$ cat config.mk
export PLATFORM = sky130hd
export DESIGN_NAME = pipe_reg_chain
export DESIGN_NICKNAME = d
export VERILOG_FILES = /design/src/rtl/pipe_reg_chain.sv
export SDC_FILE = /design/constraint.sdc
export NUM_CORES = 1
export LEC_CHECK = 0
export ABC_AREA = 1
export BUFFER_PORTS_ARGS = -buffer_cell sky130_fd_sc_hd__buf_2
export CORE_ASPECT_RATIO = 2
export CORE_MARGIN = 3
export CORE_UTILIZATION = 38
export CTS_CLUSTER_SIZE = 16
export DETAILED_ROUTE_END_ITERATION = 12
export HOLD_SLACK_MARGIN = 0.02
export PLACE_DENSITY_LB_ADDON = 0.05
export SYNTH_ARGS = -nofsm -noshare
export SYNTH_HDL_FRONTEND = slang
export SYNTH_SLANG_ARGS = --single-unit
$ cat constraint.sdc
create_clock -name CLK -period 2.4 [get_ports CLK]
set_input_delay 0.48 -clock CLK [delete_from_list [all_inputs] [get_ports CLK]]
set_output_delay 0.48 -clock CLK [all_outputs]
set_load 0.005 [all_outputs]
$ cat src/rtl/pipe_reg_chain.sv
// N-stage pipeline register chain with per-stage valid, global advance enable,
// backward-propagating stall, per-stage flush and bubble insertion behind a stall.
// Optional macro PIPE_REG_CHAIN_PERF_EN adds bubble_cnt/stall_cnt counters.
module pipe_reg_chain #(
  parameter int WIDTH  = 32,
  parameter int STAGES = 4,
  parameter int OCC_W  = $clog2(STAGES + 1)
) (
  input  logic                      CLK,
  input  logic                      nRST,
  input  logic                      en,
  input  logic [WIDTH-1:0]          din,
  input  logic                      din_valid,
  output logic                      din_ready,
  input  logic [STAGES-1:0]         stall,
  input  logic [STAGES-1:0]         flush,
  output logic [STAGES*WIDTH-1:0]   dout,
  output logic [STAGES-1:0]         vout,
  output logic [OCC_W-1:0]          occ
`ifdef PIPE_REG_CHAIN_PERF_EN
  ,
  output logic [31:0]               bubble_cnt,
  output logic [31:0]               stall_cnt
`endif
);

  logic [STAGES-1:0][WIDTH-1:0] data_q, data_d;
  logic [STAGES-1:0]            valid_q, valid_d;
  logic [OCC_W-1:0]             occ_q, occ_d;
  logic [STAGES-1:0]            hold;

  // A stall anywhere at or beyond stage i freezes stage i.
  always_comb begin
    hold = '0;
    hold[STAGES-1] = ~en | stall[STAGES-1];
    for (int i = STAGES - 2; i >= 0; i--) begin
      hold[i] = hold[i+1] | stall[i];
    end
  end

  assign din_ready = ~hold[0];

  always_comb begin
    data_d  = data_q;
    valid_d = valid_q;
    if (flush[0]) begin
      data_d[0]  = '0;
      valid_d[0] = 1'b0;
    end else if (!hold[0]) begin
      data_d[0]  = din;
      valid_d[0] = din_valid;
    end
    // A stage that may advance while its predecessor is held receives a bubble.
    for (int i = 1; i < STAGES; i++) begin
      if (flush[i] || (!hold[i] && hold[i-1])) begin
        data_d[i]  = '0;
        valid_d[i] = 1'b0;
      end else if (!hold[i]) begin
        data_d[i]  = data_q[i-1];
        valid_d[i] = valid_q[i-1];
      end
    end
  end

  always_comb begin
    occ_d = '0;
    for (int i = 0; i < STAGES; i++) begin
      occ_d = occ_d + OCC_W'(valid_d[i]);
    end
  end

  always_ff @(posedge CLK) begin
    if (!nRST) begin
      data_q  <= '0;
      valid_q <= '0;
      occ_q   <= '0;
    end else begin
      data_q  <= data_d;
      valid_q <= valid_d;
      occ_q   <= occ_d;
    end
  end

  assign dout = data_q;
  assign vout = valid_q;
  assign occ  = occ_q;

`ifdef PIPE_REG_CHAIN_PERF_EN
  logic [31:0] bubble_cnt_q, stall_cnt_q;

  always_ff @(posedge CLK) begin
    if (!nRST) begin
      bubble_cnt_q <= '0;
      stall_cnt_q  <= '0;
    end else begin
      if (en && !valid_d[STAGES-1]) bubble_cnt_q <= bubble_cnt_q + 32'd1;
      if (|stall) stall_cnt_q <= stall_cnt_q + 32'd1;
    end
  end

  assign bubble_cnt = bubble_cnt_q;
  assign stall_cnt  = stall_cnt_q;
`endif

endmodule

-- Word-level counts from Yosys, hierarchy flattened
Index checks and enable logic that the tools add are counted.
- bitwise operators: 7
- mux-type cells: 8
- add/subtract/negate cells: 3
- reduce and logical (&&, ||, !) cells: 13
- operator list (kind ; number):
    two-way mux 1 bit ; 8
    OR reduction 2 bit ; 4
    OR 1 bit ; 4
    adder 2 x 1 -> 3 bit ; 1
    adder 3 x 1 -> 3 bit ; 1
    logical AND 1 bit ; 3
    zero test 1 bit ; 3
    logical OR 1 bit ; 3
    NOT 1 bit ; 3
    adder 1 x 1 -> 2 bit ; 1
- word-level logic and storage cells: 37
- input bits: 44
- bits in registers: 135

-- Logic depth before layout (Yosys ltp)
- depth after elaboration: 11
- mapped depth: 12
- depth with buffers taken out: 12

-- Worst setup path before layout
No wires, ideal clock.
- path kind: input to register
- from: in stall[3]
- to: reg occ_q[1], in the netlist occ[1]
- cell stages on the path: 12
- path slack: 0.195 ns
- arrival time: 2.097 ns
- data required time: 2.291 ns
- cell sequence: inv_2 > nand2_4 > nor2_8 > nand2_1 > nand2_1 > nand4_1 > fa_1 > inv_1 > ha_1 > ha_1 > nand2_1 > inv_1
- longest elaborated chain between the ends: 10
- ends and longest elaborated chain (element ; RTL line ; RTL):
    start, declared ; 15 ; input logic [STAGES-1:0] stall,
    OR 1 bit * ; 35 ; hold[STAGES-1] = ~en | stall[STAGES-1];
    OR 1 bit (2 in a row) ; 37 ; hold[i] = hold[i+1] | stall[i];
    OR 1 bit / zero test 1 bit (equally long branches) ; - ;
    logical AND 1 bit ; 55 ; if (flush[i] || (!hold[i] && hold[i-1])) begin
    logical OR 1 bit ; 55 ;
    two-way mux 1 bit ; 55 ;
    adder 1 x 1 -> 2 bit ; 68 ; occ_d = occ_d + OCC_W'(valid_d[i]);
    adder 2 x 1 -> 3 bit ; 68 ;
    adder 3 x 1 -> 3 bit * ; 68 ;
    net occ_d[1] ; 29 ; logic [OCC_W-1:0] occ_q, occ_d;
    end signal, assigned ; 76 ; occ_q <= '0;
    end signal, assigned ; 80 ; occ_q <= occ_d;
    end, declared ; 29 ;
The timed path passes the listed nets; every way through them passes the cells marked *.
A chain may end at the register's enable or synchronous reset.

-- Worst setup path in the final report
Same ends and word-level chain as after synthesis.

==> key figures <==
Power
  • Largest voltage drop on the vdd net: 622 µV
  • Total power after layout: 5.17 mW
  • Static leakage: 2.80 nW
  • Pwr per Cell Area: 782 nW/µm²

Clock tree
  • Maximum count of clock buffers along a single path: 2
  • Clk pin slew, worst setup/hold paths: 60 ps
  • Library cell used as clock root buffer: sky130_fd_sc_hd__clkbuf_16
  • Clock tree from TritonCTS: done
  • Number of buffers inserted by post-CTS setup repair: 0
  • Post_cts resized: 0
  • Max H-tree Level: 4
  • Post-CTS Hold Buffers: 0
  • Sink count of the clock tree: 135
  • Cts bufs inserted: 17
  • Latest clock arrival within the worst-skew pair: 420 ps

Yosys
  • Cell type with the highest aggregate area in the netlist: sky130_fd_sc_hd__dfxtp_1
  • Synth unique cells: 24
  • Synthesized-area fraction occupied by and/or/nand/nor cells: 23.8%
  • Sequential area share after synthesis: 54.8%
  • Yosys top cell area share: 54.8%
  • Syn_nets: 662
  • Post-synth EDFFs: 0
  • Main combinational cell family by area after synthesis: simple AND/OR/NAND/NOR gates
  • Number of instances in the synthesized netlist: 615
  • Portion of netlist area occupied by mux cells: 0%
  • Cell area after synthesis: 4930 µm²
  • Most used standard cell by instance count after synthesis: sky130_fd_sc_hd__nand2_1
  • Most numerous cell types in the synthesized netlist: sky130_fd_sc_hd__nand2_1, sky130_fd_sc_hd__dfxtp_1, sky130_fd_sc_hd__a21oi_1
  • Area share of xor/xnor cells in the synthesized design: 0%
  • Warning count from the yosys run: 0
  • Fraction of the mapped netlist area in compound gates: 15.1%
  • Most common flop cell mapped by yosys: sky130_fd_sc_hd__dfxtp_1
  • Share of synthesized flip-flops with an asynchronous set or reset: 0%
  • Leading cell types by total area after synthesis: sky130_fd_sc_hd__dfxtp_1, sky130_fd_sc_hd__nand2_1, sky130_fd_sc_hd__a21oi_1
  • Register bit total from synthesis: 135
  • Adder and majority cell fraction of the synthesized area: 0.914%
  • Avg Inst Size Synth: 8.02 µm²

Placement
  • Placement Setup Slack: 16.6 ps
  • Sum of net half-perimeters after detailed placement: 11.4 mm
  • Final weighted congestion in routability-driven placement: 0.837
  • # port buffers: 179
  • Post-place instance area: 5990 µm²

STA
  • Setup TNS: 0 ps
  • Final Critical Period: 1960 ps
  • Slew Limit Headroom: 65.9%
  • Final hold viol count: 0
  • Max Slew Vio Count: 0
  • Setup violation total in the final timing report: 0
  • Clock Skew: 8.86 ps
  • Worst-case setup margin in the final layout: 444 ps
  • Setup repair after global routing missed its margin: no
  • Slew of the pin with the lowest slew margin: 511 ps
  • Final worst path period share: 81.5%
  • Worst hold margin: 305 ps
  • Peak Freq: 511 MHz

Layout
  • Cell area after layout: 6610 µm²
  • Nets: 840
  • Share of layout cells above drive strength 1: 30.1%
  • N_diodes: 0
  • Relative area change from synthesis to final layout: 34.1%

Job
  • # Max-Cap Violations: 0

Setup path
  • Worst setup path class: input port to register
  • Sequence of cells on the critical path: buf_2, inv_2, nand2_4, nor2_8, nand2_1, nand2_1, nand4_1, fa_1, inv_1, ha_1, ha_1, nand2_1, inv_1
  • Most prevalent standard cell on the critical path: sky130_fd_sc_hd__nand2_1
  • Required time of the critical path: 2710 ps
  • Largest fanout of any net on the critical path: 8
  • Startpoint Class: input port
  • Peak per-stage delay on the critical path: 510 ps
  • Data arrival at the endpoint of the critical path: 2270 ps
  • Critical path capture point type: register
  • Critical-path cell with the highest stage delay: sky130_fd_sc_hd__fa_1

Floorplan
  • DIE AREA: 14500 µm²
  • Die Y: 167 µm
  • Standard cell core area: 12600 µm²
  • Initial Utilization: 39.0%
  • Row cnt: 58
  • Die extent in x: 86.5 µm
  • Top-level port count: 180

Global routing
  • Wire length of the first global-routing pass: 24.0 mm
  • Aggregate global routing overflow: 0
  • Aggregate global-route resource usage: 21.4%
  • Maximum number of pins on one net before global-route repair: 50
  • Antenna violations before repair: 0
  • Vias in the first global route: 4610

Routing
  • Remaining number of nets flagged by the antenna check after routing: 0
  • Sum of met2 wire segment lengths after detailed routing: 8.49 mm
  • Routed wire length on met3: 810 µm
  • DRC errors left: 0
  • Highest routing layer actually used: met4
  • DRC marker count from the first detailed-route iteration: 168
  • Final wirelength: 15.3 mm
  • Number of vias in the routed layout: 4663
  • Pre-Repair DR Iteration Count: 6
  • Mean number of vias per cell: 4.88
  • Mean routed wirelength per cell: 16.0 µm
  • Metal-1 WL: 5.70 mm

Min path
  • Type of the tightest min-delay check: input port to register

Outcome
  • Result of the run: finished, final reports clean
==> per-layer routing <==
| layer | up-vias | track usage (%) |
|---|---|---|
| met5 | - | 0 |
| li1 | 2346 | - |
| met1 | 2151 | 22.2 |
| met3 | 22 | 5.40 |
| met4 | 0 | 8.28 |
| met2 | 144 | 39.8 |
==> path summary, 6_finish.rpt <==
kind | start | to | slack [ps] | cells past startpoint
max | stall[3] | occ[1] | 440 | 13
min | din[9] | dout[9] | 300 | 3
max reg2reg | vout[0] | occ[1] | 570 | 9
min reg2reg | dout[113] | dout[113] | 450 | 2
==> critical path, delay by kind of cell <==
kind,cells,cell delay [ps]
buffers and inverters,4,250
AND/OR/NAND/NOR,6,560
adder cells (fa/ha/maj),3,960
==> logic make-up after synthesis <==
kind of cell,Yosys count
AND/OR/NAND/NOR,286
flip-flops,135
AO/OA/AOI/OAI,131
buffers and inverters,60
adder cells (fa/ha/maj),3
==> area by class of cell <==
type / instances / area (µm²)
well taps: 150 / 188
multi-input cells: 420 / 1960
flip-flops and latches: 135 / 2700
inverters: 20 / 75.1
clock buffers: 19 / 453
repair buffers: 199 / 1060
clock inverters: 13 / 168
fillers: 1288 / 6020
==> cells in the final DEF (no fill, tap or decap), types with 2 or more instances in the layout <==
| master | netlist | routed |
|---|---|---|
| sky130_fd_sc_hd__ha_1 | 2 | 2 |
| sky130_fd_sc_hd__bufinv_16 | 0 | 3 |
| sky130_fd_sc_hd__nand2_1 | 238 | 238 |
| sky130_fd_sc_hd__a21boi_1 | 30 | 30 |
| sky130_fd_sc_hd__clkinvlp_4 | 0 | 5 |
| sky130_fd_sc_hd__nand3_1 | 36 | 36 |
| sky130_fd_sc_hd__inv_2 | 6 | 6 |
| sky130_fd_sc_hd__buf_4 | 4 | 19 |
| sky130_fd_sc_hd__clkbuf_8 | 0 | 2 |
| sky130_fd_sc_hd__inv_6 | 0 | 3 |
| sky130_fd_sc_hd__dfxtp_1 | 135 | 135 |
| sky130_fd_sc_hd__nor2_1 | 5 | 4 |
| sky130_fd_sc_hd__buf_2 | 20 | 179 |
| sky130_fd_sc_hd__nand4_1 | 2 | 2 |
| sky130_fd_sc_hd__clkbuf_16 | 0 | 17 |
| sky130_fd_sc_hd__inv_1 | 14 | 14 |
| sky130_fd_sc_hd__a21boi_0 | 2 | 2 |
| sky130_fd_sc_hd__a21oi_1 | 96 | 96 |
==> flip-flops by register name, indices dropped and copies added, names as in the netlist <==
signal / count
occ: 3
vout: 4
dout: 128
==> per-stage QoR <==
step / cells / util [%]
after detailed placement: 924 / 47.4
final: 956 / 52.3
after floorplan: 615 / -
after CTS: 956 / 52.3
after global routing: 956 / 52.3
after global placement: 924 / 47.4
==> where the power goes <==
part           internal [mW]  switching [mW]
clock network           1.70            1.02
logic                 0.0675           0.136
registers               2.24         0.00275
(Power assumes the default switching activity.)
